<file path="config.mk">
export PLATFORM = sky130hd
export DESIGN_NAME = pwm_seg_queue
export DESIGN_NICKNAME = d
export VERILOG_FILES = /design/src/rtl/pwm_seq_pkg.sv /design/src/rtl/seg_fifo.sv /design/src/rtl/pwm_seg_queue.sv
export SDC_FILE = /design/constraint.sdc
export NUM_CORES = 1
export LEC_CHECK = 0
export ABC_AREA = 1
export CAP_MARGIN = 20
export CORE_AREA = 2 2 207 230
export DETAILED_ROUTE_END_ITERATION = 10
export DIE_AREA = 0 0 209 232
export GPL_TIMING_DRIVEN = 0
export SYNTH_ARGS = -nofsm -noshare
export SYNTH_HDL_FRONTEND = slang
export SYNTH_HIERARCHICAL = 1
export SYNTH_SLANG_ARGS = --single-unit
</file>
<file path="constraint.sdc">
create_clock -name csi_clk -period 11.2 [get_ports csi_clk]
set_input_delay 2.8 -clock csi_clk [delete_from_list [all_inputs] [get_ports csi_clk]]
set_output_delay 2.8 -clock csi_clk [all_outputs]
set_load 0.05 [all_outputs]
</file>
<file path="src/rtl/pwm_seq_pkg.sv">
// Shared types and register map for the PWM segment queue.
package pwm_seq_pkg;

  localparam int unsigned DATA_W = 32;
  localparam int unsigned REP_W  = 16;

  typedef struct packed {
    logic [DATA_W-1:0] on;
    logic [DATA_W-1:0] off;
    logic [REP_W-1:0]  rpt;
  } seg_entry_t;

  localparam logic [2:0] ADDR_ON     = 3'd0;
  localparam logic [2:0] ADDR_OFF    = 3'd1;
  localparam logic [2:0] ADDR_REPEAT = 3'd2;
  localparam logic [2:0] ADDR_CTRL   = 3'd3;
  localparam logic [2:0] ADDR_ISSUED = 3'd4;

  localparam int unsigned CTRL_EN      = 0;
  localparam int unsigned CTRL_IRQ_EN  = 1;
  localparam int unsigned CTRL_EMPTY   = 2;
  localparam int unsigned CTRL_OVF     = 3;
  localparam int unsigned CTRL_FLUSH   = 4;
  localparam int unsigned CTRL_LVL_LSB = 5;
  localparam int unsigned CTRL_LVL_W   = 4;

  // A zero repeat still produces one offer.
  function automatic logic [REP_W-1:0] eff_repeat(input logic [REP_W-1:0] r);
    return (r == '0) ? REP_W'(1) : r;
  endfunction

endpackage

</file>
<file path="src/rtl/seg_fifo.sv">
// Synchronous segment FIFO; push is refused when full, pop when empty, flush wins.
module seg_fifo
  import pwm_seq_pkg::*;
#(
  parameter int unsigned DEPTH = 4
) (
  input  logic                   clk_i,
  input  logic                   rst_i,
  input  logic                   flush_i,
  input  logic                   push_i,
  input  seg_entry_t             data_i,
  input  logic                   pop_i,
  output seg_entry_t             head_o,
  output logic                   full_o,
  output logic                   empty_o,
  output logic [$clog2(DEPTH):0] level_o
);
  localparam int unsigned AW = $clog2(DEPTH);
  localparam int unsigned LW = AW + 1;

  seg_entry_t    mem_q [DEPTH];
  logic [AW-1:0] wr_ptr_q, wr_ptr_d;
  logic [AW-1:0] rd_ptr_q, rd_ptr_d;
  logic [LW-1:0] count_q, count_d;
  logic          do_push, do_pop;

  assign full_o  = (count_q == LW'(DEPTH));
  assign empty_o = (count_q == '0);
  assign level_o = count_q;
  assign head_o  = mem_q[rd_ptr_q];
  assign do_push = push_i && !full_o && !flush_i;
  assign do_pop  = pop_i && !empty_o && !flush_i;

  always_comb begin
    wr_ptr_d = wr_ptr_q;
    rd_ptr_d = rd_ptr_q;
    count_d  = count_q;
    if (flush_i) begin
      wr_ptr_d = '0;
      rd_ptr_d = '0;
      count_d  = '0;
    end else begin
      if (do_push) wr_ptr_d = wr_ptr_q + AW'(1);
      if (do_pop)  rd_ptr_d = rd_ptr_q + AW'(1);
      case ({do_push, do_pop})
        2'b10:   count_d = count_q + LW'(1);
        2'b01:   count_d = count_q - LW'(1);
        default: count_d = count_q;
      endcase
    end
  end

  always_ff @(posedge clk_i) begin
    if (rst_i) begin
      wr_ptr_q <= '0;
      rd_ptr_q <= '0;
      count_q  <= '0;
    end else begin
      wr_ptr_q <= wr_ptr_d;
      rd_ptr_q <= rd_ptr_d;
      count_q  <= count_d;
    end
  end

  // Storage is not reset; pointers alone define validity.
  always_ff @(posedge clk_i) begin
    if (do_push) mem_q[wr_ptr_q] <= data_i;
  end

endmodule

</file>
<file path="src/rtl/pwm_seg_queue.sv">
// Segment queue for a PWM stage: Avalon-MM register file in front of a FIFO
// whose head entry is offered max(REPEAT,1) times before it is popped.
module pwm_seg_queue
  import pwm_seq_pkg::*;
#(
  parameter int unsigned DEPTH = 4
) (
  input  logic              csi_clk,
  input  logic              rsi_reset,
  input  logic              avs_s0_read,
  input  logic              avs_s0_write,
  input  logic [2:0]        avs_s0_address,
  input  logic [DATA_W-1:0] avs_s0_writedata,
  output logic [DATA_W-1:0] avs_s0_readdata,
  output logic              ins_irq_n,
  output logic              aso_seg_valid,
  input  logic              aso_seg_ready,
  output logic [DATA_W-1:0] aso_seg_on,
  output logic [DATA_W-1:0] aso_seg_off,
  output logic              aso_seg_last
);
  localparam int unsigned LW = $clog2(DEPTH) + 1;

  logic [DATA_W-1:0] on_q, on_d, off_q, off_d;
  logic [DATA_W-1:0] issued_q, issued_d, rdata_q, rdata_d;
  logic [REP_W-1:0]  rep_q, rep_d, cnt_q, cnt_d;
  logic              en_q, en_d, irq_en_q, irq_en_d;
  logic              empty_flag_q, empty_flag_d, ovf_flag_q, ovf_flag_d;

  logic              wr_on, wr_off, wr_rep, wr_ctrl, flush;
  logic              hs, pop, push_ok, last_match, empty_set, ovf_set;
  logic              fifo_full, fifo_empty;
  logic [LW-1:0]     level;
  logic [DATA_W-1:0] ctrl_rd;
  seg_entry_t        head, push_data;

  assign wr_on   = avs_s0_write && (avs_s0_address == ADDR_ON);
  assign wr_off  = avs_s0_write && (avs_s0_address == ADDR_OFF);
  assign wr_rep  = avs_s0_write && (avs_s0_address == ADDR_REPEAT);
  assign wr_ctrl = avs_s0_write && (avs_s0_address == ADDR_CTRL);
  assign flush   = wr_ctrl && avs_s0_writedata[CTRL_FLUSH];

  assign push_data.on  = on_q;
  assign push_data.off = off_q;
  assign push_data.rpt = avs_s0_writedata[REP_W-1:0];

  seg_fifo #(
    .DEPTH (DEPTH)
  ) u_fifo (
    .clk_i   (csi_clk),
    .rst_i   (rsi_reset),
    .flush_i (flush),
    .push_i  (wr_rep),
    .data_i  (push_data),
    .pop_i   (pop),
    .head_o  (head),
    .full_o  (fifo_full),
    .empty_o (fifo_empty),
    .level_o (level)
  );

  // Streaming side: offer the head, pop it after its final repeat.
  assign aso_seg_valid = en_q && !fifo_empty;
  assign aso_seg_on    = head.on;
  assign aso_seg_off   = head.off;
  assign last_match    = (cnt_q == (eff_repeat(head.rpt) - REP_W'(1)));
  assign aso_seg_last  = aso_seg_valid && last_match;
  assign hs            = aso_seg_valid && aso_seg_ready && !flush;
  assign pop           = hs && last_match;

  // Fullness is the pre-pop state, so a push into a full FIFO drops even if it pops.
  assign push_ok   = wr_rep && !fifo_full;
  assign ovf_set   = wr_rep && fifo_full;
  assign empty_set = pop && (level == LW'(1)) && !push_ok;

  assign ins_irq_n = !(irq_en_q && (empty_flag_q || ovf_flag_q));

  always_comb begin
    ctrl_rd                                 = '0;
    ctrl_rd[CTRL_EN]                        = en_q;
    ctrl_rd[CTRL_IRQ_EN]                    = irq_en_q;
    ctrl_rd[CTRL_EMPTY]                     = empty_flag_q;
    ctrl_rd[CTRL_OVF]                       = ovf_flag_q;
    ctrl_rd[CTRL_LVL_LSB +: CTRL_LVL_W]     = CTRL_LVL_W'(level);
  end

  always_comb begin
    on_d         = on_q;
    off_d        = off_q;
    rep_d        = rep_q;
    en_d         = en_q;
    irq_en_d     = irq_en_q;
    issued_d     = issued_q;
    cnt_d        = cnt_q;
    rdata_d      = rdata_q;
    if (wr_on)  on_d  = avs_s0_writedata;
    if (wr_off) off_d = avs_s0_writedata;
    if (wr_rep) rep_d = avs_s0_writedata[REP_W-1:0];
    if (wr_ctrl) begin
      en_d     = avs_s0_writedata[CTRL_EN];
      irq_en_d = avs_s0_writedata[CTRL_IRQ_EN];
    end
    // Hardware set beats a same-cycle write-1-to-clear.
    empty_flag_d = empty_set ||
                   (empty_flag_q && !(wr_ctrl && avs_s0_writedata[CTRL_EMPTY]));
    ovf_flag_d   = ovf_set ||
                   (ovf_flag_q && !(wr_ctrl && avs_s0_writedata[CTRL_OVF]));
    if (flush) begin
      cnt_d = '0;
    end else if (hs) begin
      issued_d = issued_q + DATA_W'(1);
      cnt_d    = pop ? '0 : cnt_q + REP_W'(1);
    end
    if (avs_s0_read) begin
      case (avs_s0_address)
        ADDR_ON:     rdata_d = on_q;
        ADDR_OFF:    rdata_d = off_q;
        ADDR_REPEAT: rdata_d = DATA_W'(rep_q);
        ADDR_CTRL:   rdata_d = ctrl_rd;
        ADDR_ISSUED: rdata_d = issued_q;
        default:     rdata_d = '0;
      endcase
    end
  end

  always_ff @(posedge csi_clk) begin
    if (rsi_reset) begin
      on_q         <= '0;
      off_q        <= '0;
      rep_q        <= '0;
      en_q         <= 1'b0;
      irq_en_q     <= 1'b0;
      empty_flag_q <= 1'b0;
      ovf_flag_q   <= 1'b0;
      issued_q     <= '0;
      cnt_q        <= '0;
      rdata_q      <= '0;
    end else begin
      on_q         <= on_d;
      off_q        <= off_d;
      rep_q        <= rep_d;
      en_q         <= en_d;
      irq_en_q     <= irq_en_d;
      empty_flag_q <= empty_flag_d;
      ovf_flag_q   <= ovf_flag_d;
      issued_q     <= issued_d;
      cnt_q        <= cnt_d;
      rdata_q      <= rdata_d;
    end
  end

  assign avs_s0_readdata = rdata_q;

endmodule
</file>
==> flow_summary.ini, run 1 <==
[sta]
clock.fmax_mhz = 117
slew_headroom_pct = 45.5
final.period_utilization_pct = 76.3
worst_slack_ps = 2660
tightest_slew_ps = 817
finalSetupViolations = 0
hold_viol_final = 0
rsz0062_at_grt = false
min_period_ps = 8540
maxSlewViolCount = 0
holdWs_ps = 474
fin_skew_ps = 15.9

[layout]
fin_util_pct = 53.2
layout_common_cells = edfxtp_1 (320), nor2_1 (313), nand2_1 (278), o21ai_0 (259), dfxtp_1 (173)
syn2layout_area_growth_pct = 19.8
layout.cells.most_common = edfxtp_1
nets = 2289
diodes = 0
layout-drive-gt1-share_pct = 7.67
final.fill_count = 4091

[synthesis]
async_flop_share_pct = 0
yosysUniqueCellTypes = 51
yosys_most_used_dff = edfxtp_1
yosys.area.top_type = edfxtp_1
syn_inst = 2040
syn_avg_cell_area_um2 = 10.1
synthMuxAreaShare_pct = 0
synth_xor_area_share_pct = 1.44
synth_compound_area_share_pct = 13.2
synth_edf_count = 320
yosysSeqAreaShare_pct = 63.7
synth_seq_cells = 493
synthAdderAreaFrac_pct = 0.585
synth_top_family_by_area = simple AND/OR/NAND/NOR gates
syn_area_mm2 = 0.0205
synth.top_cell.area_share_pct = 46.8
synth_warnings = 6
synth.area.top_cells = edfxtp_1 (47%), dfxtp_1 (17%), o21ai_0 (6.3%)
syn-num-nets = 2089
synth-simple-area-share_pct = 15.7

[power_and_ir_drop]
ir_worst_vdd_uv = 92.2
p_int_mw = 2.97
p_leak_nw = 8.59
power.share.switching_pct = 21.4
power_density_mw_per_mm2 = 154
pwr-share-comb_pct = 3.7
p_total_mw = 3.78
netSwitchingPower_mw = 0.807
clkPwrFrac_pct = 44.3
seqPwrFrac_pct = 52.0

[floorplan]
row_count = 83
dieArea_mm2 = 0.0485
initial_core_util_pct = 44.4
die_h_um = 232
ios = 139
fp.dieW_um = 209
core_mm2 = 0.0462

[place]
place.gp.congestion = 0.932
dp_hpwl_um = 41700
pre_cts_slack_ps = 3250
portBuffers = 137

[route]
drt.antenna.violating_nets = 0
finalWirelength_um = 59900
drt-wirelength-per-cell_um = 20.8
firstDrtPassIters = 6
drc = 0
vias_per_cell = 5.41
initialDrtViolationCount = 1492
via_count = 15600

[clocking]
cts_tree = built
cts_made_buffers = 49
clk_latency_ps = 590
cts-resized-gates = 0
hold_buffers = 0
cts_sinks = 493
clk_pin_slew_ps = 60
clockBufferDepth = 3
cts_max_level = 2
post_cts_buffers = 0
clockRootBuffer = clkbuf_16

[min_path]
holdCritStartpoint = issued_q[8]
min_path_type = flip-flop to flip-flop

[grt]
antenna_found_initial = 1
grt_use_total_pct = 24.5
grt_start_max_net_pins = 28
grt_pass1_vias = 14900
globalRouteOverflowTotal = 0
grt_pass1_wl_um = 89500

[critical_path]
cp_slowest_stage_delay_ps = 830
path_class = flip-flop to primary output
crit_slowest_cell = clkdlybuf4s50_1
r2r_slack_ps = 5080
critPathMaxFanout = 10
end_kind = primary output
path_cells = buf_2 -> inv_1 -> clkbuf_1 -> o21ai_0 -> o22ai_1 -> nor2_4 -> nand2_4 -> nor2_4 -> nand3_1 -> nand2_1 -> inv_2 -> ha_1 -> nand2_4 -> nor2_4 -> xor2_2 -> nor2_1 -> nor3_1 -> nand4_1 -> nor2_1 -> nand3_1 -> nor2_1 -> clkdlybuf4s50_1
crit_arrival_ps = 5740
cp.required_ps = 8400
critPathLaunchType = flip-flop

[run_status]
status = finished clean

[job]
drv_cap = 0
-- critical path: cells and delay by family (launching register included) --
kind | cells | cell delay (ps)
buffers and inverters | 5 | 2170
and+or+nand+nor | 13 | 1450
AOI/OAI and AO/OA | 2 | 760
DFF | 1 | 290
adders and majority gates | 1 | 230
xor gates and xnor gates | 1 | 220
-- layout make-up --
cell class	count	area (um^2)	area share, %
repair buffers	149	1640	6.67
multi-input cells	1283	6380	26.0
plain buffers	102	494	2.01
inverters	162	613	2.49
well taps	595	744	3.03
clock inverters	26	262	1.06
clock buffers	66	1380	5.62
flip-flops and latches	493	13100	53.2
-- per-layer routing --
layer | track usage [%] | routed length [um] | vias to the layer above
met5 | 0 | 13 | -
li1 | - | - | 7447
met3 | 3.68 | 3450 | 104
met1 | 32.4 | 25400 | 7488
met2 | 41.1 | 28900 | 524
met4 | 9.06 | 2120 | 2
-- per-stage QoR --
stage / std cells / TNS, ps / area [um^2]
6_report: 2876 / 0 / 24600
5_1_grt: 2876 / 0 / 24600
4_1_cts: 2876 / 0 / 24600
3_5_place_dp: 2784 / 0 / 23000
3_3_place_gp: 2772 / -201080 / 22700
2_1_floorplan: 2040 / 0 / 20500
-- final timing paths --
kind,end,cells past startpoint
max,aso_seg_last,22
min reg2reg,issued_q[8],2
max reg2reg,u_fifo/level_o[2],33
min,issued_q[8],2
-- registers in the layout, summed over array words and instances (netlist names), 2 cells and up, named ones only --
| name | count |
|---|---|
| u_fifo/wr_ptr_q | 2 |
| avs_s0_readdata | 32 |
| u_fifo/mem_q | 320 |
| u_fifo/rd_ptr_q | 2 |
| u_fifo/level_o | 3 |
| on_q | 32 |
| cnt_q | 16 |
| rep_q | 16 |
| off_q | 32 |
| issued_q | 32 |
-- logic make-up (layout without fill, tap and decap cells) --
family          after synthesis  in the layout
compound gates              499            499
xor+xnor                     32             32
fa+ha+maj                     9              9
buf+inv                     264            505
flops                       493            493
simple gates                743            743
-- power groups by stage --
stage          logic (mW)  registers [mW]  clock network (mW)
2_1_floorplan      0.0711            2.00                   0
3_3_place_gp        0.137            2.00                   0
3_5_place_dp        0.141            2.00                   0
4_1_cts             0.141            1.96                1.70
5_1_grt             0.151            1.96                1.77
6_report            0.141            1.96                1.67
-- cells in the mapped netlist, types with 3 or more instances --
cell	count
nor4_1	6
o21ai_0	259
nor3_2	4
nand2_2	7
nor2_1	317
o221ai_1	11
nor2_2	22
nand2_1	278
inv_1	152
nand3_2	3
buf_1	4
o22ai_1	81
edfxtp_1	320
inv_2	7
o211ai_1	8
ha_1	8
buf_6	11
a21oi_1	109
buf_2	4
dfxtp_1	173
xor2_1	25
clkbuf_1	80
nand3_1	47
xnor2_1	5
nand2_4	3
o21ai_1	13
nand4_1	18
nor3_1	18
nor2_4	6
o2111ai_1	10
(Power assumes the default switching activity.)
==> inputs of run 2 (changes only) <==
==> constraint.sdc (replaced) <==
create_clock -name csi_clk -period 7.91 [get_ports csi_clk]
set_input_delay 1.9775 -clock csi_clk [delete_from_list [all_inputs] [get_ports csi_clk]]
set_output_delay 1.9775 -clock csi_clk [all_outputs]
set_load 0.05 [all_outputs]
==> run 2 against run 1 <==
  * Sequential cell count did not move
  * Die area did not move
  * Count of clock-buffer cells in the layout did not move
  * Worst setup slack got worse by 2300 ps
  * Register-to-register slack got worse by 3100 ps
  * Power rose by 42%
  * Cell count barely moved
  * Clock skew rose by 0.73 ps
  * Routed wire length barely moved
  * Global-route usage did not move
  * Sequential share of layout area barely moved
==> flow_summary.ini, run 2 (same netlist as run 1, synthesis figures left out) <==
[power_and_ir_drop]
p_total_mw = 5.35
ir_worst_vdd_uv = 131
pwr-share-comb_pct = 3.7
power_density_mw_per_mm2 = 218
clkPwrFrac_pct = 44.3
p_leak_nw = 8.60
power.share.switching_pct = 21.4
seqPwrFrac_pct = 51.9
p_int_mw = 4.21
netSwitchingPower_mw = 1.15

[clocking]
clockRootBuffer = clkbuf_16
cts_max_level = 2
cts_made_buffers = 49
clk_latency_ps = 590
clk_pin_slew_ps = 60
cts_sinks = 493
clockBufferDepth = 3
hold_buffers = 0
cts_tree = built

[place]
portBuffers = 137
dpl.cell_count = 2784
pre_cts_slack_ps = 781
place.gp.congestion = 0.932
dp_hpwl_um = 41700
placed_area_mm2 = 0.0230

[route]
initialDrtViolationCount = 1390
via_count = 15600
vias_per_cell = 5.42
firstDrtPassIters = 5
drt-wirelength-per-cell_um = 20.8
drc = 0
drt.antenna.violating_nets = 0
finalWirelength_um = 59900

[layout]
finalNonFillerCells = 2877
largest-register = u_fifo/mem_q
layout_common_cells = edfxtp_1 (320), nor2_1 (313), nand2_1 (278), o21ai_0 (259), dfxtp_1 (173)
finalInstanceArea_mm2 = 0.0246
fin_util_pct = 53.3
layout-drive-gt1-share_pct = 7.80
layout.cells.most_common = edfxtp_1
syn2layout_area_growth_pct = 19.9
largest_reg_flops = 320
diodes = 0
nets = 2290

[critical_path]
cp.required_ps = 5930
r2r-end = u_fifo/level_o[2]
path_class = flip-flop to primary output
r2r_slack_ps = 1950
crit_arrival_ps = 5600
critPathLaunchType = flip-flop
critPathMaxFanout = 10
end_kind = primary output
r2r_cells = 35

[grt]
grt_use_total_pct = 24.5
antenna_found_initial = 1
grt_pass1_vias = 14900
grt_start_max_net_pins = 28
grt_pass1_wl_um = 89500
globalRouteOverflowTotal = 0

[floorplan]
core_mm2 = 0.0462
initial_core_util_pct = 44.4
row_count = 83
fp.dieW_um = 209
dieArea_mm2 = 0.0485
die_h_um = 232
ios = 139

[sta]
fin_skew_ps = 16.6
hold_viol_final = 0
tightest_slew_ps = 808
rsz0062_at_grt = false
final.period_utilization_pct = 95.8
clock.fmax_mhz = 132
holdWs_ps = 476
min_period_ps = 7570
finalSetupTns_ps = 0
worst_slack_ps = 336
maxSlewViolCount = 0
slew_headroom_pct = 46.1
finalSetupViolations = 0

[run_status]
status = finished clean

[min_path]
whs_path_depth = 2
holdPathEnd = issued_q[8]
holdCritStartpoint = issued_q[8]
min_path_type = flip-flop to flip-flop

[job]
drv_cap = 0
## run 2: worst max-delay path by stage
| stage | start | endpoint | slack [ps] | cells after the start |
|---|---|---|---|---|
| after CTS | flip-flop | aso_seg_last | 110 | 22 |
| after global routing | flip-flop | aso_seg_last | 110 | 23 |
| after detailed placement | flip-flop | aso_seg_last | 780 | 22 |
| after global placement | avs_s0_address[1] | u_fifo/mem_q[0][64] | -3210 | 10 |
| final | flip-flop | aso_seg_last | 340 | 23 |
| after floorplan | avs_s0_address[0] | u_fifo/mem_q[0][0] | 940 | 8 |
## run 2: power groups by stage
stage / clock, mW / sequential, mW / combinational (mW)
6_report: 2.37 / 2.78 / 0.201
5_1_grt: 2.51 / 2.78 / 0.214
4_1_cts: 2.41 / 2.78 / 0.200
3_5_place_dp: 0 / 2.84 / 0.199
3_3_place_gp: 0 / 2.84 / 0.194
2_1_floorplan: 0 / 2.83 / 0.101
## run 2: timing repair
action / in CTS / in global routing
gates resized for setup: 0 / 2
setup endpoints to repair: 0 / 1
buffers inserted: 0 / 1
## run 2: area by class of cell
cell class	instances	area, um^2
flip-flops and latches	493	13100
clock buffers	66	1380
inverters	162	617
fillers	4084	21600
plain buffers	102	494
well taps	595	744
multi-input cells	1283	6390
repair buffers	150	1650
clock inverters	26	262
## run 2: worst max-delay path, stage by stage, from the launching register on
cell	delay, ps
dfxtp_1	290
buf_2	280
clkinvlp_4	280
buf_4	220
clkbuf_1	410
o21ai_0	170
o22ai_1	490
nor2_2	130
nand2_4	120
nor2_4	50
nand3_1	70
nand2_1	80
inv_2	70
ha_1	230
nand2_4	100
nor2_4	160
xor2_2	220
nor2_1	60
nor3_1	220
nand4_1	130
nor2_1	100
nand3_1	100
nor2_1	160
clkdlybuf4s50_1	830
## run 2: layer usage
metal  routed length, um  global-route usage [%]  up-vias
met2               28900                    41.1      536
met1               25500                    32.4     7520
li1                    -                       -     7444
met3                3400                    3.68      105
met4                2130                    9.06        2
met5                  13                       0        -
==> inputs of run 3 (changes only) <==
--- a/config.mk
+++ b/config.mk
@@ -7,10 +7,11 @@
 export LEC_CHECK = 0
 export ABC_AREA = 1
 export CAP_MARGIN = 20
-export CORE_AREA = 2 2 207 230
+export CORE_AREA = 2 2 181 201
 export DETAILED_ROUTE_END_ITERATION = 10
-export DIE_AREA = 0 0 209 232
+export DIE_AREA = 0 0 183 203
 export GPL_TIMING_DRIVEN = 0
+export PLACE_DENSITY = 0.79
 export SYNTH_ARGS = -nofsm -noshare
 export SYNTH_HDL_FRONTEND = slang
 export SYNTH_HIERARCHICAL = 1
==> run 3 against run 2 <==
  * Cell count fell by 5.5%
  * Sequential cell count is the same
  * Sequential share of layout area is 0.60 points higher
  * Die area decreased by 23%
  * Largest cell class unchanged
==> flow_summary.ini, run 3 (same netlist as run 1, synthesis figures left out) <==
[layout]
layout.cells.most_common = edfxtp_1
largest_reg_flops = 320
largest-register = u_fifo/mem_q
layout_common_cells = edfxtp_1 (320), nor2_1 (313), nand2_1 (278), o21ai_0 (259), dfxtp_1 (173)
syn2layout_area_growth_pct = 18.5
nets = 2285
layout-drive-gt1-share_pct = 7.47
diodes = 0

[sta]
min_period_ps = 7620
slew_headroom_pct = 33.5
maxSlewViolCount = 0
rsz0062_at_grt = false
clock.fmax_mhz = 131
final.period_utilization_pct = 96.3
tightest_slew_ps = 994
finalSetupTns_ps = 0
hold_viol_final = 0
fin_skew_ps = 15.1
finalSetupViolations = 0

[floorplan]
core_mm2 = 0.0350
row_count = 72
fp.dieW_um = 183
die_h_um = 203
ios = 139
dieArea_mm2 = 0.0371
initial_core_util_pct = 58.7

[clocking]
cts_sinks = 493
cts_max_level = 2
clk_latency_ps = 570
clockRootBuffer = clkbuf_16
cts_made_buffers = 47
clk_pin_slew_ps = 60
clockBufferDepth = 3
cts-resized-gates = 0
cts_tree = built
hold_buffers = 0
post_cts_buffers = 0

[grt]
antenna_found_initial = 0
grt_use_total_pct = 30.7
grt_pass1_wl_um = 87200
grt_start_max_net_pins = 30
globalRouteOverflowTotal = 0
grt_pass1_vias = 15500

[power_and_ir_drop]
seqPwrFrac_pct = 52.3
netSwitchingPower_mw = 1.12
p_int_mw = 4.20
clkPwrFrac_pct = 44.0
power_density_mw_per_mm2 = 218
p_leak_nw = 8.54
p_total_mw = 5.32
power.share.switching_pct = 21.0
ir_worst_vdd_uv = 178
pwr-share-comb_pct = 3.7

[critical_path]
r2r-end = u_fifo/level_o[2]
critPathLaunchType = flip-flop
end_kind = primary output
r2r_cells = 33
path_class = flip-flop to primary output
cp.required_ps = 5930
r2r_slack_ps = 1850
critPathMaxFanout = 10
crit_arrival_ps = 5640

[route]
drt.antenna.violating_nets = 0
drt-wirelength-per-cell_um = 21.0
firstDrtPassIters = 6
initialDrtViolationCount = 1924
via_count = 16000
vias_per_cell = 5.90
drc = 0
finalWirelength_um = 57100

[place]
dp_hpwl_um = 38700
portBuffers = 137
place.gp.congestion = 0.943

[min_path]
holdPathEnd = issued_q[9]
whs_path_depth = 1
holdCritStartpoint = issued_q[5]
min_path_type = flip-flop to flip-flop

[job]
drv_cap = 0

[run_status]
status = finished clean
==> run 3: routing by layer <==
layer	GRT usage (%)	part of all wire, %
met4	11.5	3.6
met1	40.7	39
met2	50.9	48
met3	5.24	8.7
met5	0	0
==> run 3: per-stage QoR <==
stage | std cells | cell area, um^2 | hold WS (ps) | setup WS, ps | utilization [%]
2_1_floorplan | 2040 | 20500 | 434 | 936 | -
3_3_place_gp | 2621 | 22500 | 452 | -2840 | 64.3
3_5_place_dp | 2631 | 22700 | 468 | 927 | 65.0
4_1_cts | 2719 | 24300 | 474 | 313 | 69.6
5_1_grt | 2719 | 24300 | 498 | 20.9 | 69.6
6_report | 2719 | 24300 | 473 | 291 | 69.6
==> run 3: critical path, cell delays in order, from the launching register on <==
cell             delay, ps
dfxtp_1                290
buf_2                  260
inv_1                  610
clkbuf_1               440
o21ai_0                160
o22ai_1                530
nor2_2                 110
nand2_4                120
nor2_4                  50
nand3_1                 70
nand2_1                 80
inv_2                   70
ha_1                   250
nand2_4                110
nor2_4                 170
xor2_2                 240
nor2_1                  60
nor3_1                 230
nand4_1                110
nor2_1                 100
nand3_1                100
nor2_1                 100
clkdlybuf4s50_1        800
==> run 3: power groups by stage <==
| stage | logic (mW) | clock network (mW) | registers (mW) |
|---|---|---|---|
| finish | 0.198 | 2.34 | 2.78 |
| global route | 0.210 | 2.46 | 2.78 |
| CTS | 0.195 | 2.35 | 2.78 |
| detailed placement | 0.193 | 0 | 2.83 |
| global placement | 0.187 | 0 | 2.83 |
| floorplan | 0.101 | 0 | 2.83 |
==> run 3: cell type report <==
type | count | area, um^2
Timing Repair Buffer | 147 | 1590
Inverter | 162 | 613
Multi-Input combinational cell | 1283 | 6390
Fill cell | 2519 | 10600
Tap cell | 444 | 556
Clock buffer | 65 | 1340
Sequential cell | 493 | 13100
Clock inverter | 23 | 287
Buffer | 102 | 494
==> run 3: how the worst max path moves through the flow <==
stage	startpoint	to	cells after the start
CTS	flip-flop	aso_seg_last	22
floorplan	avs_s0_address[0]	u_fifo/mem_q[0][0]	8
detailed placement	flip-flop	aso_seg_last	22
global route	flip-flop	aso_seg_last	22
finish	flip-flop	aso_seg_last	22
global placement	avs_s0_address[1]	u_fifo/mem_q[0][59]	10
==> RTL edit: new RTL, settings of run 2 <==
Set the package constant `DATA_W` to 16 (it was 32).
--- a/src/rtl/pwm_seq_pkg.sv
+++ b/src/rtl/pwm_seq_pkg.sv
@@ -2,5 +2,5 @@
 package pwm_seq_pkg;
 
-  localparam int unsigned DATA_W = 32;
+  localparam int unsigned DATA_W = 16;
   localparam int unsigned REP_W  = 16;
 
Ports: changed (resized aso_seg_off, aso_seg_on, avs_s0_readdata and avs_s0_writedata); port bits go from 139 to 75. No check against the original RTL was run, so the function may have changed too.
==> RTL edit against run 2 <==
  * Clock skew about the same
  * Sequential cell count shrank 192
  * Via count fell by 35%
  * Synthesized cell count is 34% lower
  * Register-to-register slack gained 600 ps
  * Routed wire length fell by 37%
  * Area after synthesis down 35%
  * Critical endpoint unchanged
  * Final area decreased by 35%
  * Setup slack improved by 390 ps
  * Total power is 38% lower
  * Largest cell class unchanged
==> RTL edit: results (changes against run 2) <==
Outcome: complete, no violations
Register-to-register path setup slack: 2550 ps (+600 ps)
Pin count of the biggest net entering global routing: 27 (-3.6%)
EDFF count, synth: 192 (-40%)
Sink Count: 301 (-39%)
Final antenna diode count: 1 (+1)
Worst Clk Skew: 16.2 ps (-0.443 ps)
CTS Buf Count: 34 (-31%)
Hold_sp: avs_s0_readdata[8]$_SDFFE_PP0P_
Most instantiated cells after synthesis: 217 x nand2_1, 192 x edfxtp_1, 161 x nor2_1
Synthesized instance count: 1337 (-34%)
Leak Pwr: 5.70 nW (-34%)
Share of layout cells above drive strength 1: 13.3% (+5.5 points)
Filler Cell Count: 4560 (+12%)
GP Congestion: 0.885 (-5.0%)
Critical Path Max Stage Delay: 800 ps (-30 ps)
Post-Synth Adder-Cell Area: 0.899% (+0.31 points)
Peak VDD IR: 0.118 mV (-9.6%)
Top cells by area in the synthesized netlist: edfxtp_1 43%, dfxtp_1 16%, nand2_1 6.1%
Synth unique cells: 57 (+12%)
DP Area: 15000 um2 (-35%)
Initial antenna violation count: 2 (+1)
Register area: 7950 um2 (-39%)
Nonclk inv count: 105 (-35%)
Crit path DAT: 5210 ps (-390 ps)
Clock Latency Late Sink: 520 ps (-70 ps)
Largest register FFs: 192 (-40%)
RTL edit: cell count changes after synthesis, sizes merged, moves of 11 or more:
cell    before  now
nand3       52   72
o21ai      272  142
a21oi      109   74
edfxtp     320  192
o22ai       81   49
inv        160  105
clkbuf      80   34
nor2       345  211
nand2      289  232
o221ai      11    0
dfxtp      173  109
RTL edit: worst max-delay path by stage:
stage	cells after the start	to	slack, ps	startpoint
after global routing	23	aso_seg_last	320	register
after detailed placement	23	aso_seg_last	1270	register
final	23	aso_seg_last	720	register
after CTS	23	aso_seg_last	680	register
after global placement	10	u_fifo/mem_q[3][27]$_DFFE_PP_	-180	avs_s0_address[1]
after floorplan	8	u_fifo/mem_q[0][0]$_DFFE_PP_	2400	avs_s0_write
RTL edit: routing by layer:
| layer | wire length, um | vias up | track usage [%] |
|---|---|---|---|
| li1 | - | 4821 | - |
| met1 | 16100 | 4861 | 19.8 |
| met2 | 17600 | 364 | 25.3 |
| met3 | 2560 | 66 | 2.73 |
| met4 | 1180 | 2 | 5.56 |
| met5 | 11 | - | 0 |
RTL edit: power groups by stage:
stage | Clock, mW | Combinational (mW) | Sequential (mW)
6_report | 1.50 | 0.127 | 1.69
3_3_place_gp | 0 | 0.124 | 1.72
4_1_cts | 1.53 | 0.127 | 1.69
5_1_grt | 1.59 | 0.137 | 1.69
3_5_place_dp | 0 | 0.127 | 1.72
2_1_floorplan | 0 | 0.0673 | 1.72
RTL edit: logic make-up (layout without fill, tap and decap cells):
family,count (synthesis),count (layout)
and+or+nand+nor,553,553
DFF,301,301
AOI/OAI and AO/OA,284,284
buffers and inverters,165,305
xor gates and xnor gates,25,25
adders and majority gates,9,9
other,0,1
